`src/rtl/spi_slave_param.sv`:
```
// SPI slave: deserialises {cmd, payload} frames from the master, enforces
// read-address / read-data ordering and shifts RAM read data out on MISO.
module spi_slave_param #(
  parameter int PAYLOAD_W = 8
) (
  input  logic                 clk,
  input  logic                 rst,
  input  logic                 SS_n,
  input  logic                 MOSI,
  input  logic                 tx_valid,
  input  logic [PAYLOAD_W-1:0] tx_data,
  output logic                 MISO,
  output logic                 rx_valid,
  output logic [PAYLOAD_W+1:0] rx_data,
  output logic                 frame_err,
  output logic                 busy
);
  localparam int FRAME_W = PAYLOAD_W + 2;
  localparam int CNT_W   = $clog2(FRAME_W + 1);
  localparam logic [CNT_W-1:0] F_LAST = CNT_W'(FRAME_W);
  localparam logic [CNT_W-1:0] P_LAST = CNT_W'(PAYLOAD_W);

  typedef enum logic [2:0] {
    IDLE, CHK_CMD, WRITE, READ_ADD, READ_DATA, READ_WAIT, SEND, HOLD
  } state_t;

  state_t               state;
  logic [CNT_W-1:0]     bit_cnt;
  logic [FRAME_W-1:0]   rx_sh;
  logic [PAYLOAD_W-1:0] tx_sh;
  logic                 rd_pending;
  logic                 in_frame;

  assign in_frame = (state == WRITE) || (state == READ_ADD) || (state == READ_DATA);
  assign busy     = (state != IDLE);

  always_ff @(posedge clk) begin
    if (rst) begin
      state      <= IDLE;
      bit_cnt    <= '0;
      rx_sh      <= '0;
      tx_sh      <= '0;
      rd_pending <= 1'b0;
      MISO       <= 1'b0;
      rx_valid   <= 1'b0;
      rx_data    <= '0;
      frame_err  <= 1'b0;
    end else begin
      rx_valid  <= 1'b0;
      frame_err <= 1'b0;
      if (state != IDLE && SS_n) begin
        state   <= IDLE;
        bit_cnt <= '0;
        MISO    <= 1'b0;
        // every bit already sampled: the frame counts even as SS_n rises
        if (in_frame && bit_cnt == F_LAST) begin
          rx_data  <= rx_sh;
          rx_valid <= 1'b1;
          if (state == READ_ADD)  rd_pending <= 1'b1;
          if (state == READ_DATA) rd_pending <= 1'b0;
        end
      end else begin
        unique case (state)
          IDLE: begin
            if (!SS_n) begin
              state   <= CHK_CMD;
              bit_cnt <= '0;
            end
          end
          CHK_CMD: begin
            rx_sh   <= {rx_sh[FRAME_W-2:0], MOSI};
            bit_cnt <= CNT_W'(1);
            if (!MOSI)          state <= WRITE;
            else if (rd_pending) state <= READ_DATA;
            else                 state <= READ_ADD;
          end
          WRITE, READ_ADD, READ_DATA: begin
            if (bit_cnt == F_LAST) begin
              rx_data  <= rx_sh;
              rx_valid <= 1'b1;
              bit_cnt  <= '0;
              if (state == READ_DATA) begin
                state      <= READ_WAIT;
                rd_pending <= 1'b0;
              end else begin
                state <= HOLD;
                if (state == READ_ADD) rd_pending <= 1'b1;
              end
            end else if (bit_cnt == CNT_W'(1) &&
                         ((state == READ_ADD && MOSI) || (state == READ_DATA && !MOSI))) begin
              frame_err <= 1'b1;
              state     <= HOLD;
              bit_cnt   <= '0;
            end else begin
              rx_sh   <= {rx_sh[FRAME_W-2:0], MOSI};
              bit_cnt <= bit_cnt + 1'b1;
            end
          end
          READ_WAIT: begin
            if (tx_valid) begin
              MISO    <= tx_data[PAYLOAD_W-1];
              tx_sh   <= {tx_data[PAYLOAD_W-2:0], 1'b0};
              bit_cnt <= CNT_W'(1);
              state   <= SEND;
            end
          end
          SEND: begin
            if (bit_cnt == P_LAST) begin
              MISO    <= 1'b0;
              bit_cnt <= '0;
              state   <= HOLD;
            end else begin
              MISO    <= tx_sh[PAYLOAD_W-1];
              tx_sh   <= {tx_sh[PAYLOAD_W-2:0], 1'b0};
              bit_cnt <= bit_cnt + 1'b1;
            end
          end
          HOLD: ;
          default: state <= IDLE;
        endcase
      end
    end
  end
endmodule

```
`config.mk`:
```
export PLATFORM = sky130hd
export DESIGN_NAME = spi_slave_param
export DESIGN_NICKNAME = d
export VERILOG_FILES = /design/src/rtl/spi_slave_param.sv
export SDC_FILE = /design/constraint.sdc
export NUM_CORES = 1
export LEC_CHECK = 0
export BUFFER_PORTS_ARGS = -buffer_cell sky130_fd_sc_hd__buf_2
export CAP_MARGIN = 10
export CORE_ASPECT_RATIO = 0.6
export CORE_MARGIN = 3
export CORE_UTILIZATION = 61
export DETAILED_ROUTE_END_ITERATION = 7
export MAX_ROUTING_LAYER = met4
export PLACE_DENSITY = 0.84
export RECOVER_POWER = 50
export SLEW_MARGIN = 20
export SYNTH_ARGS = -nofsm -noshare
export SYNTH_HDL_FRONTEND = slang
export SYNTH_SLANG_ARGS = --single-unit
```
`constraint.sdc`:
```
create_clock -name clk -period 4.3 [get_ports clk]
set_input_delay 0.43 -clock clk [delete_from_list [all_inputs] [get_ports clk]]
set_output_delay 0.43 -clock clk [all_outputs]
set_load 0.01 [all_outputs]
```
Word level (Yosys, flattened, before mapping)
Cells that the tools add are included.
{"block": "op_classes", "n_addsub": 1, "eq_ne": 17, "muxes": 39, "bitwise_logic": 2, "n_reduce_logical": 25}
{"op": "10-bit two-way mux", "n": 6}
{"op": "3-bit two-way mux", "n": 7}
{"op": "4-bit two-way mux", "n": 5}
{"op": "10-bit one-hot mux with 2 select lines", "n": 1}
{"op": "4-bit one-hot mux with 5 select lines", "n": 1}
{"op": "8-bit two-way mux", "n": 2}
{"op": "8-bit one-hot mux with 2 select lines", "n": 1}
{"op": "3-bit one-hot mux with 5 select lines", "n": 1}
{"op": "1-bit two-way mux", "n": 13}
{"op": "2-bit != test, second input constant", "n": 6}
{"op": "3-bit equality test, second input constant", "n": 3}
{"op": "4-bit equality test, second input constant", "n": 2}
{"op": "4-bit AND reduction", "n": 2}
{"op": "2-bit nonzero test", "n": 4}
{"op": "3-bit by 2-bit equality test with 1-bit output, second input constant", "n": 2}
{"op": "3-bit AND reduction", "n": 2}
{"op": "1-bit logical AND", "n": 5}
{"op": "5-bit AND reduction", "n": 1}
{"op": "5-bit nonzero test", "n": 1}
{"op": "4-bit by 1-bit adder with 4-bit output, second input constant", "n": 1}
{"op": "4-bit by 1-bit equality test with 1-bit output, second input constant", "n": 1}
{"op": "4-bit OR reduction", "n": 1}
{"op": "3-bit by 1-bit equality test with 1-bit output, second input constant", "n": 1}
{"op": "3-bit zero test", "n": 1}
{"op": "11 further kinds", "n": 14}
{"block": "word_totals", "register_bits": 39, "input_bits": 13}

Depth between registers and ports, before layout
Gate-level depths: netlist (run 1).
{"block": "depth", "depth_word": 7, "depth_mapped": 7, "depth_no_buf": 6}

Worst setup path after synthesis (run 1)
OpenSTA, ideal clock, no wires.
{"block": "synth_timing", "kind": "reg2reg", "start": "register bit_cnt[0]", "end": "register rx_data[0]", "arrival_ns": 1.485, "t_required_ns": 4.172, "setup_slack_ns": 2.688, "stages_incl_launch_ff": 8, "cell_sequence": "dfxtp_1 > inv_1 > ha_1 > and3b_1 > o21ai_0 > buf_2 > mux2i_1 > nor2_1"}
{"block": "synth_between", "elab_chain_cells": 4, "word_cells_on_any_way": 5, "cone_classes": "eq/ne (2); reduce/logical (3)"}
{"element": "from (decl)", "line": "28", "text": "logic [CNT_W-1:0] bit_cnt;"}
{"element": "from (signal assigned)", "line": "96", "text": "bit_cnt <= bit_cnt + 1'b1;"}
{"element": "from (signal assigned)", "line": "115", "text": "bit_cnt <= bit_cnt + 1'b1;"}
{"element": "4-bit equality test *", "line": "56, 78"}
{"element": "1-bit logical AND", "line": "56", "text": "if (in_frame && bit_cnt == F_LAST) begin"}
{"element": "2-bit by 1-bit != test with 1-bit output (no line)"}
{"element": "3-bit AND reduction (no line) *"}
{"element": "to (signal assigned)", "line": "57", "text": "rx_data <= rx_sh;"}
{"element": "to (signal assigned)", "line": "79", "text": "rx_data <= rx_sh;"}
{"element": "to (decl)", "line": "14", "text": "output logic [PAYLOAD_W+1:0] rx_data,"}
Mark *: on every way between the ends. The rest lies on a longest branch, timed or not.
A chain may end at the register's enable or synchronous reset.

Worst setup path after layout (run 1)
{"block": "layout_timing", "start": "register state[0]", "end": "register rx_data[7]"}
{"block": "layout_between", "elab_chain_cells": 6, "word_cells_on_any_way": 14, "cone_classes": "eq/ne (4); mux (1); reduce/logical (9)"}
{"element": "from (decl)", "line": "27", "text": "state_t state;"}
{"element": "from (signal assigned)", "line": "39", "text": "state <= IDLE;"}
{"element": "from (signal assigned)", "line": "52", "text": "state <= IDLE;"}
{"element": "from (signal assigned)", "line": "66", "text": "state <= CHK_CMD;"}
{"element": "3-bit by 2-bit equality test with 1-bit output", "line": "34, 63"}
{"element": "1-bit logical OR (2 in a row)", "line": "34", "text": "assign in_frame = (state == WRITE) || (state == READ_ADD) || (state == READ_DATA);"}
{"element": "1-bit logical AND", "line": "56"}
{"element": "2-bit by 1-bit != test with 1-bit output (no line)"}
{"element": "3-bit AND reduction (no line)"}
Several ways; a longest one is shown, not always the timed one.

==> reports/qor.csv, run 1 <==
metric,value,unit
WS Path Type,reg -> reg,
Rel. slew slack,-26.73,%
Layout Area Growth over Synthesis,7.797,%
most common cell in the synthesized netlist,dfxtp_1,
Hold Startpoint,tx_data[0],
failing checks,"max-capacitance violations, max-slew violations",
Main synth FF type,dfxtp_1,
Final Hold Viols,0,
cts hold-fix bufs,0,
Final TNS setup,0,ps
number of synthesized flops with an enable pin,0,
RSZ-0062 raised after global routing,false,
fin crit period,2822,ps
fin. max-slew vios,12,
FF-to-FF path depth,4,
VDD IR max,0.1969,mV
average vias per placed instance,5.885,
DRC,0,
CORE AREA,2947,um^2
"FF+latch count, synth",38,
crit path max fanout,14,
critical path data required time,4470,ps
cells after synthesis,190,
PortBufs,26,
Routed Antenna Nets,0,
worst endpoint data arrival time,2990,ps
pre-CTS setup slack,2044,ps
"top cells by area, synth","dfxtp_1 (40%), mux2i_1 (15%), nand2b_1 (4.5%)",
Initial Utilization,65.35,%
Pre-antenna DRT Iters,4,
post-synthesis sequential area ratio,39.51,%
drt first-iter violations,114,
slack of the worst reg-to-reg path,1480,ps
DP HPWL,2.886,mm
n_diodes,0,
NumNets Final,228,
Hold EP,tx_sh[1],
Wirelength per Cell,16.02,um
Tot GR Track Use,23.76,%
placed cells,246,
startpoint types,register,
Final GP Congestion,0.8293,
clock-pin slew on the worst setup and hold paths,70,ps
Setup Skew,5.202,ps
Final Cell Area,2076,um^2
PwrDens,453.8,nW/um^2
Die Y,49.52,um
share of layout cells above drive strength 1,14.69,%
# setup viols final,0,
post-route worst setup slack,1478,ps
Netlist cell types,47,
synth warn,0,
# resized after CTS,0,
Worst Hold Depth,3,
CTS Root Cell,clkbuf_8,
total grt overflow,0,
via count,1489,
total CTS buffers,5,
CTS H-tree depth,2,
max cap viols,1,
Post-synth ARST share,0,%
Clock Path Buffers,2,
antenna violations before repair,0,
Post-Layout Cell Count,253,
die area,3889,um^2
vias in the first global route,1474,
Post-synth top cells,"dfxtp_1 (38), mux2i_1 (28), nor2_1 (16)",
FP Rows,15,
Reg-to-Reg End,rx_data[7],
syn_area_per_cell,10.13,um^2
worst r2r src,state[0],
first-pass GRT wire length,6.955,mm
largest net degree at the start of global routing,33,
Setup Buffers After CTS,0,
hold crit path type,in -> reg,
Final period util,65.63,%
"area leader, netlist",dfxtp_1,
clock network latency to the later pin of the worst-skew pair,290,ps
Mapped Area,1926,um^2
post-synthesis net count,207,
final wirelength,4.054,mm
post-synth top area share,39.51,%
I/O Pins,27,
worst slew pin tran,1881,ps
Placed Area,2017,um^2
P_leak,0.0008535,uW
status,"complete, but fails checks",
TritonCTS Sinks,38,
Max Fclk,354.4,MHz
Die Wd,78.54,um
CTS tree,done,
Crit. End Element,register,
==> cell type report <==
class / count / area [um^2]
Clock buffer: 5 / 68.82
Fill cell: 238 / 870.8
Clock inverter: 2 / 10.01
Multi-Input combinational cell: 136 / 1056
Sequential cell: 38 / 760.7
Inverter: 4 / 15.01
Timing Repair Buffer: 26 / 112.6
Tap cell: 42 / 52.55
==> metal layers <==
metal | track usage, % | vias to the layer above | share of wire [%]
met2 | 33.38 | 53 | 42
met5 | - | - | 0
met1 | 31.01 | 698 | 49
met3 | 7.664 | 7 | 7.4
met4 | 11.05 | 0 | 1.7
li1 | - | 731 | -
==> how the worst max path moves through the flow <==
stage                           from          to  slack [ps]  cells after the start
after floorplan           bit_cnt[0]  rx_data[0]        2690                      7
after global placement      state[2]  rx_data[1]        2180                      4
after detailed placement    state[0]  rx_data[7]        2040                      4
after CTS                   state[0]  rx_data[7]        2020                      4
after global routing        state[0]  rx_data[0]        1200                      4
final                       state[0]  rx_data[7]        1480                      4
==> critical path, cell delays in order (launching register included) <==
cell and delay (ps):
dfxtp_1 670, nor3b_1 160, o21ai_0 1460, mux2i_1 340
nor2_1 70
==> flip-flops by register name, indices dropped and copies added (netlist names) <==
signal      count
rx_valid        1
tx_sh           7
state           3
rx_sh          10
MISO            1
rx_data        10
frame_err       1
bit_cnt         4
rd_pending      1
==> kinds of logic (layout without fill, tap and decap cells) <==
kind of cell | Yosys count | in the layout | synth area share (%)
mux | 28 | 28 | 14.55
flops | 38 | 38 | 39.51
simple gates | 60 | 60 | 19.30
buf+inv | 16 | 37 | 5.522
compound gates | 44 | 44 | 18.52
fa+ha+maj | 4 | 4 | 2.599
==> cells in the final DEF (no fill, tap or decap), types with 2 or more instances in the layout <==
cell | synthesis | layout
dfxtp_1 | 38 | 38
mux2i_1 | 28 | 28
nor2_1 | 16 | 16
nand2b_1 | 14 | 14
clkbuf_1 | 4 | 14
buf_2 | 1 | 12
a21oi_1 | 11 | 11
nand2_1 | 7 | 7
a311oi_1 | 6 | 6
o21a_1 | 5 | 5
clkbuf_8 | 0 | 5
inv_1 | 4 | 4
nor3_1 | 4 | 4
ha_1 | 4 | 4
nand3b_1 | 3 | 3
o21ai_0 | 3 | 3
nor2b_1 | 2 | 3
or3_1 | 2 | 2
nor3b_1 | 2 | 2
a221oi_1 | 2 | 2
a31oi_1 | 2 | 2
clkinv_2 | 0 | 2
==> power breakdown <==
group	internal [uW]	total (uW)	switching [uW]
registers	373	422	49.5
clock network	109	234	125
logic	129	286	157
total	610	942	332
==> metrics by stage <==
stage	hold slack [ps]	power (uW)	utilization [%]
finish	398.0	942.0	70.45
global route	408.0	993.5	70.45
CTS	392.4	940.9	71.13
detailed placement	478.8	709.7	68.45
global placement	471.1	695.3	68.45
floorplan	451.8	675.5	-
(Power assumes the default switching activity.)
==> inputs of run 2 (changes only) <==
--- a/config.mk
+++ b/config.mk
@@ -5,14 +5,15 @@
 export SDC_FILE = /design/constraint.sdc
 export NUM_CORES = 1
 export LEC_CHECK = 0
+export ABC_AREA = 1
 export BUFFER_PORTS_ARGS = -buffer_cell sky130_fd_sc_hd__buf_2
 export CAP_MARGIN = 10
 export CORE_ASPECT_RATIO = 0.6
 export CORE_MARGIN = 3
-export CORE_UTILIZATION = 61
+export CORE_UTILIZATION = 51
 export DETAILED_ROUTE_END_ITERATION = 7
 export MAX_ROUTING_LAYER = met4
-export PLACE_DENSITY = 0.84
+export PLACE_DENSITY = 0.75
 export RECOVER_POWER = 50
 export SLEW_MARGIN = 20
 export SYNTH_ARGS = -nofsm -noshare
==> constraint.sdc (replaced) <==
create_clock -name clk -period 2.55 [get_ports clk]
set_input_delay 0.255 -clock clk [delete_from_list [all_inputs] [get_ports clk]]
set_output_delay 0.255 -clock clk [all_outputs]
set_load 0.01 [all_outputs]
==> run 2 against run 1 <==
Compared with the run above:
- the run now ends clean
- first-iteration DRC count rose by 6.1%
- worst setup slack got worse by 940 ps
- utilization fell by 8.2 points
- clock skew rose by 2.1 ps
- die area rose by 19%
- design area rose by 3.8%
- sequential share of layout area fell by 1.3 points
- largest power group unchanged
==> reports/qor.csv, run 2 <==
metric,value,unit
max cap viols,0,
PwrDens,980.6,nW/um^2
# setup viols final,0,
P_leak,0.0009271,uW
Die Wd,85.84,um
Pre-antenna DRT Iters,4,
CTS H-tree depth,2,
worst r2r src,state[2],
Final period util,78.92,%
Netlist cell types,29,
Setup Buffers After CTS,0,
fin crit period,2012,ps
worst slew pin tran,609.7,ps
most common cell in the synthesized netlist,nor2_1,
fin. max-slew vios,0,
Layout Area Growth over Synthesis,10.46,%
synth warn,0,
first-pass GRT wire length,6.824,mm
crit path max fanout,11,
hold_ws,157.4,ps
drt first-iter violations,121,
DP HPWL,3.055,mm
Final TNS setup,0,ps
syn_area_per_cell,7.620,um^2
status,finished clean,
antenna violations before repair,0,
share of layout cells above drive strength 1,21.63,%
filler cell count,334,
number of synthesized flops with an enable pin,0,
Initial Utilization,56.32,%
most frequent cells in the layout,"nor2_1 (50), nand2_1 (41), dfxtp_1 (38)",
DRC,0,
"commonest non-fill, non-tap cell in the layout",nor2_1,
startpoint types,register,
CORE AREA,3463,um^2
Final Hold Viols,0,
RSZ-0062 raised after global routing,false,
TritonCTS Sinks,38,
Crit. End Element,register,
"area leader, netlist",dfxtp_1,
Mapped Area,1951,um^2
final wirelength,4.149,mm
via count,1696,
Top Registers,"rx_data (10), rx_sh (10), tx_sh (7)",
vias in the first global route,1449,
post-synth top area share,39.00,%
Clock Path Buffers,2,
Die Y,53.91,um
placed cells,319,
slack of the worst reg-to-reg path,540,ps
"FF+latch count, synth",38,
post-synthesis net count,273,
FF-to-FF path depth,8,
I/O Pins,27,
critical path data required time,2770,ps
Main synth FF type,dfxtp_1,
total CTS buffers,5,
hold crit path type,in -> reg,
Reg-to-Reg End,tx_sh[1],
VDD IR max,0.4970,mV
Setup Skew,7.326,ps
post-synthesis sequential area ratio,39.00,%
PortBufs,26,
Routed Antenna Nets,0,
FP Rows,16,
cells after synthesis,256,
cts hold-fix bufs,0,
Critical path destination,tx_sh[1],
Post-Layout Cell Count,327,
Tot GR Track Use,20.11,%
total grt overflow,0,
CTS Root Cell,clkbuf_8,
Post-synth top cells,"nor2_1 (49), nand2_1 (39), dfxtp_1 (38)",
Worst Setup SP,state[2],
clock-pin slew on the worst setup and hold paths,70,ps
Post-synth ARST share,0,%
CTS tree,done,
average vias per placed instance,5.187,
clock network latency to the later pin of the worst-skew pair,290,ps
"top cells by area, synth","dfxtp_1 (39%), nor2_1 (9.4%), nand2_1 (7.5%)",
worst endpoint data arrival time,2230,ps
Max Fclk,496.9,MHz
WS Path Type,reg -> reg,
pre-CTS setup slack,744.5,ps
Wirelength per Cell,12.69,um
n_diodes,0,
Rel. slew slack,59.10,%
post-route worst setup slack,537.7,ps
# resized after CTS,0,
NumNets Final,298,
largest net degree at the start of global routing,29,
Final GP Congestion,1.009,
die area,4627,um^2
[run 2: cell count changes after synthesis, moves of 7 or more]
cell / change
nand2_2: +8
o21ai_0: +21
nand2b_1: -14
nor3_2: +10
nor2_1: +33
nand2_1: +32
mux2i_1: -28
inv_1: +7
nand3_1: +13
[run 2: through the flow]
stage,total power [uW],utilization (%),area (um^2)
after floorplan,1493,-,1951
after global placement,1619,59.90,2074
after detailed placement,1616,59.90,2074
after CTS,2122,63.04,2183
after global routing,2250,62.21,2155
final,2113,62.21,2155
[run 2: how the worst min path moves through the flow]
stage / start / slack (ps) / to / depth (start not counted)
floorplan: rst / 320 / tx_sh[1] / 1
finish: rst / 160 / tx_sh[1] / 2
global placement: rst / 460 / tx_sh[1] / 2
detailed placement: rst / 450 / tx_sh[1] / 2
global route: rst / 150 / tx_sh[1] / 2
CTS: rst / 150 / tx_sh[1] / 2
[run 2: cell families (layout without fill, tap and decap cells)]
group	Yosys count	after routing	share of synthesized area, %
compound gates	46	46	12.89
buf+inv	28	54	7.312
fa+ha+maj	4	4	2.566
xor+xnor	2	2	0.8982
simple gates	138	138	37.33
flops	38	38	39.00
[run 2: area by class of cell]
type	instances	area (um^2)	area share, %
multi-input combinational	190	1035	48.03
clock buffer	5	68.82	3.194
inverter	20	80.08	3.717
timing repair buffer	26	113.9	5.285
clock inverter	3	40.04	1.858
sequential	38	760.7	35.31
tap	45	56.30	2.613
[run 2: metal layers]
metal / wire length [um] / global-route usage, %
met3: 327 / 5.657
met4: 49 / 7.105
met2: 1589 / 25.64
met5: 0 / -
met1: 2183 / 29.43
[run 2: critical path, cell delays in order, from the launching register on]
cell and delay [ps]:
dfxtp_1 570, nand3_1 430, inv_2 280, nand2_2 140
nand2_2 110, nand2_4 90, inv_4 100, nand3_2 70
a21oi_2 140
[run 2: power by group]
| part | switching, uW | total [uW] | internal [uW] | leakage (uW) |
|---|---|---|---|---|
| clock network | 211 | 499 | 288 | 0.0000579 |
| registers | 119 | 823 | 704 | 0.000308 |
| logic | 499 | 790 | 292 | 0.000561 |
| total | 829 | 2110 | 1280 | 0.000927 |
==> inputs of run 3 (changes only) <==
--- a/config.mk
+++ b/config.mk
@@ -5,15 +5,15 @@
 export SDC_FILE = /design/constraint.sdc
 export NUM_CORES = 1
 export LEC_CHECK = 0
-export ABC_AREA = 1
+export ABC_AREA = 0
 export BUFFER_PORTS_ARGS = -buffer_cell sky130_fd_sc_hd__buf_2
 export CAP_MARGIN = 10
 export CORE_ASPECT_RATIO = 0.6
 export CORE_MARGIN = 3
-export CORE_UTILIZATION = 51
+export CORE_UTILIZATION = 56
 export DETAILED_ROUTE_END_ITERATION = 7
 export MAX_ROUTING_LAYER = met4
-export PLACE_DENSITY = 0.75
+export PLACE_DENSITY = 0.78
 export RECOVER_POWER = 50
 export SLEW_MARGIN = 20
 export SYNTH_ARGS = -nofsm -noshare
==> constraint.sdc (replaced) <==
create_clock -name clk -period 2 [get_ports clk]
set_input_delay 0.2 -clock clk [delete_from_list [all_inputs] [get_ports clk]]
set_output_delay 0.2 -clock clk [all_outputs]
set_load 0.01 [all_outputs]
==> run 3 against run 2 <==
Compared with the run above:
- critical path depth fell by 1
- worst setup slack got worse by 390 ps
- largest power group unchanged
- utilization rose by 6.9 points
- sequential share of layout area rose by 0.55 points
- register-to-register slack got worse by 390 ps
- hold slack improved by 18 ps
- first-iteration DRC count fell by 11%
- global-route usage rose by 1.5 points
- clock skew barely moved
==> reports/qor.csv, run 3 (synthesized netlist as in run 1, its figures left out) <==
metric,value,unit
Die Wd,81.70,um
DRC,0,
final wirelength,3.923,mm
CTS Root Cell,clkbuf_8,
Worst Setup SP,bit_cnt[0],
Crit. End Element,register,
worst endpoint data arrival time,2020,ps
vias in the first global route,1417,
sequential cell area,763.2,um^2
antenna violations before repair,0,
Final Hold Viols,0,
met2 usage,32.84,%
cts hold-fix bufs,0,
Layout Area Growth over Synthesis,10.53,%
# setup viols final,0,
VDD IR max,0.5225,mV
Setup Skew,7.678,ps
Final TNS setup,0,ps
Die Y,51.42,um
Reg-to-Reg End,rx_data[6],
CTS tree,done,
clock-pin slew on the worst setup and hold paths,70,ps
sw frac,33.61,%
most frequent cells in the layout,"dfxtp_1 (36), mux2i_1 (28), clkbuf_1 (17)",
"commonest non-fill, non-tap cell in the layout",dfxtp_1,
fin crit period,1854,ps
Critical path destination,rx_data[6],
CTS H-tree depth,2,
total CTS buffers,5,
Final GP Congestion,0.8494,
RSZ-0062 raised after global routing,false,
worst slew pin tran,499.0,ps
GR peak layer,met2,
Final period util,92.72,%
die area,4201,um^2
multi-input combinational cell area,1059,um^2
n_diodes,0,
largest net degree at the start of global routing,33,
PwrDens,975.2,nW/um^2
via count,1498,
sw power,697.7,uW
NumNets Final,234,
worst r2r src,bit_cnt[0],
P_leak,0.0008814,uW
startpoint types,register,
first-pass GRT wire length,6.665,mm
FP Rows,15,
GR Util met1,28.39,%
Placed Area,2062,um^2
DP HPWL,2.835,mm
clock share of power,26.2,%
Seq pwr share,43.3,%
Final Cell Area,2128,um^2
max cap viols,0,
combinational group share of total power,30.5,%
Clock Path Buffers,2,
share of layout cells above drive strength 1,17.43,%
average vias per placed instance,5.762,
WS Path Type,reg -> reg,
Initial Utilization,62.56,%
Rel. slew slack,66.62,%
met3 Use GR,7.394,%
status,finished clean,
clock network latency to the later pin of the worst-skew pair,290,ps
fin. max-slew vios,0,
hold crit path type,in -> reg,
Top Registers,"rx_data (10), rx_sh (10), tx_sh (7)",
Wirelength per Cell,15.09,um
Tot GR Track Use,21.58,%
filler cell count,267,
FF-to-FF path depth,7,
crit path max fanout,11,
drt first-iter violations,108,
Pre-antenna DRT Iters,4,
Routed Antenna Nets,0,
slack of the worst reg-to-reg path,150,ps
Internal Power,1378,uW
PortBufs,26,
Worst Hold Depth,3,
I/O Pins,27,
critical path data required time,2160,ps
Max Fclk,539.2,MHz
CORE AREA,3078,um^2
total grt overflow,0,
TritonCTS Sinks,38,
## run 3: timing repair
action	CTS	global route
resized for setup	0	2
setup buffers	0	0
endpoints found under the setup margin	0	10
## run 3: per-layer routing
layer | vias up | share of wire (%)
li1 | 749 | -
met5 | - | 0
met1 | 699 | 48
met4 | 0 | 1.2
met2 | 46 | 45
met3 | 4 | 5.8
## run 3: metrics by stage
step	hold slack (ps)	std cells	setup slack [ps]	total power [uW]	util (%)
after global placement	462.8	252	241.1	1525	66.99
after detailed placement	473.3	252	154.3	1548	66.99
after CTS	164.7	260	121.1	2087	69.96
final	175.8	260	145.5	2076	69.15
after global routing	176.5	260	2.224	2195	69.15
after floorplan	351.8	190	387.8	1452	-
## run 3: final cells by class
class                      count  area share (%)
sequential                    38           35.86
multi-input combinational    136           49.74
clock inverter                 1          0.2352
clock buffer                   7           4.056
timing repair buffer          32           6.937
inverter                       4          0.7055
tap                           42           2.469
## run 3: power groups by stage
stage,combinational [uW],sequential (uW),clock (uW)
after floorplan,596,856,0
after global placement,621,904,0
after detailed placement,639,909,0
after CTS,643,893,551
after global routing,700,908,587
final,633,898,544
## run 3: worst min-delay path by stage
stage,start,endpoint,slack (ps)
6_report,tx_data[0],tx_sh[1],180
3_3_place_gp,tx_data[0],tx_sh[1],460
4_1_cts,tx_data[0],tx_sh[1],160
2_1_floorplan,tx_data[0],tx_sh[1],350
5_1_grt,tx_data[0],tx_sh[1],180
3_5_place_dp,tx_data[0],tx_sh[1],470
## run 3: critical path: stages (launching register included)
cell	delay, ps
dfxtp_1	420
inv_1	110
ha_1	220
and3b_1	200
o21ai_0	90
clkbuf_2	370
mux2i_1	260
nor2_1	60
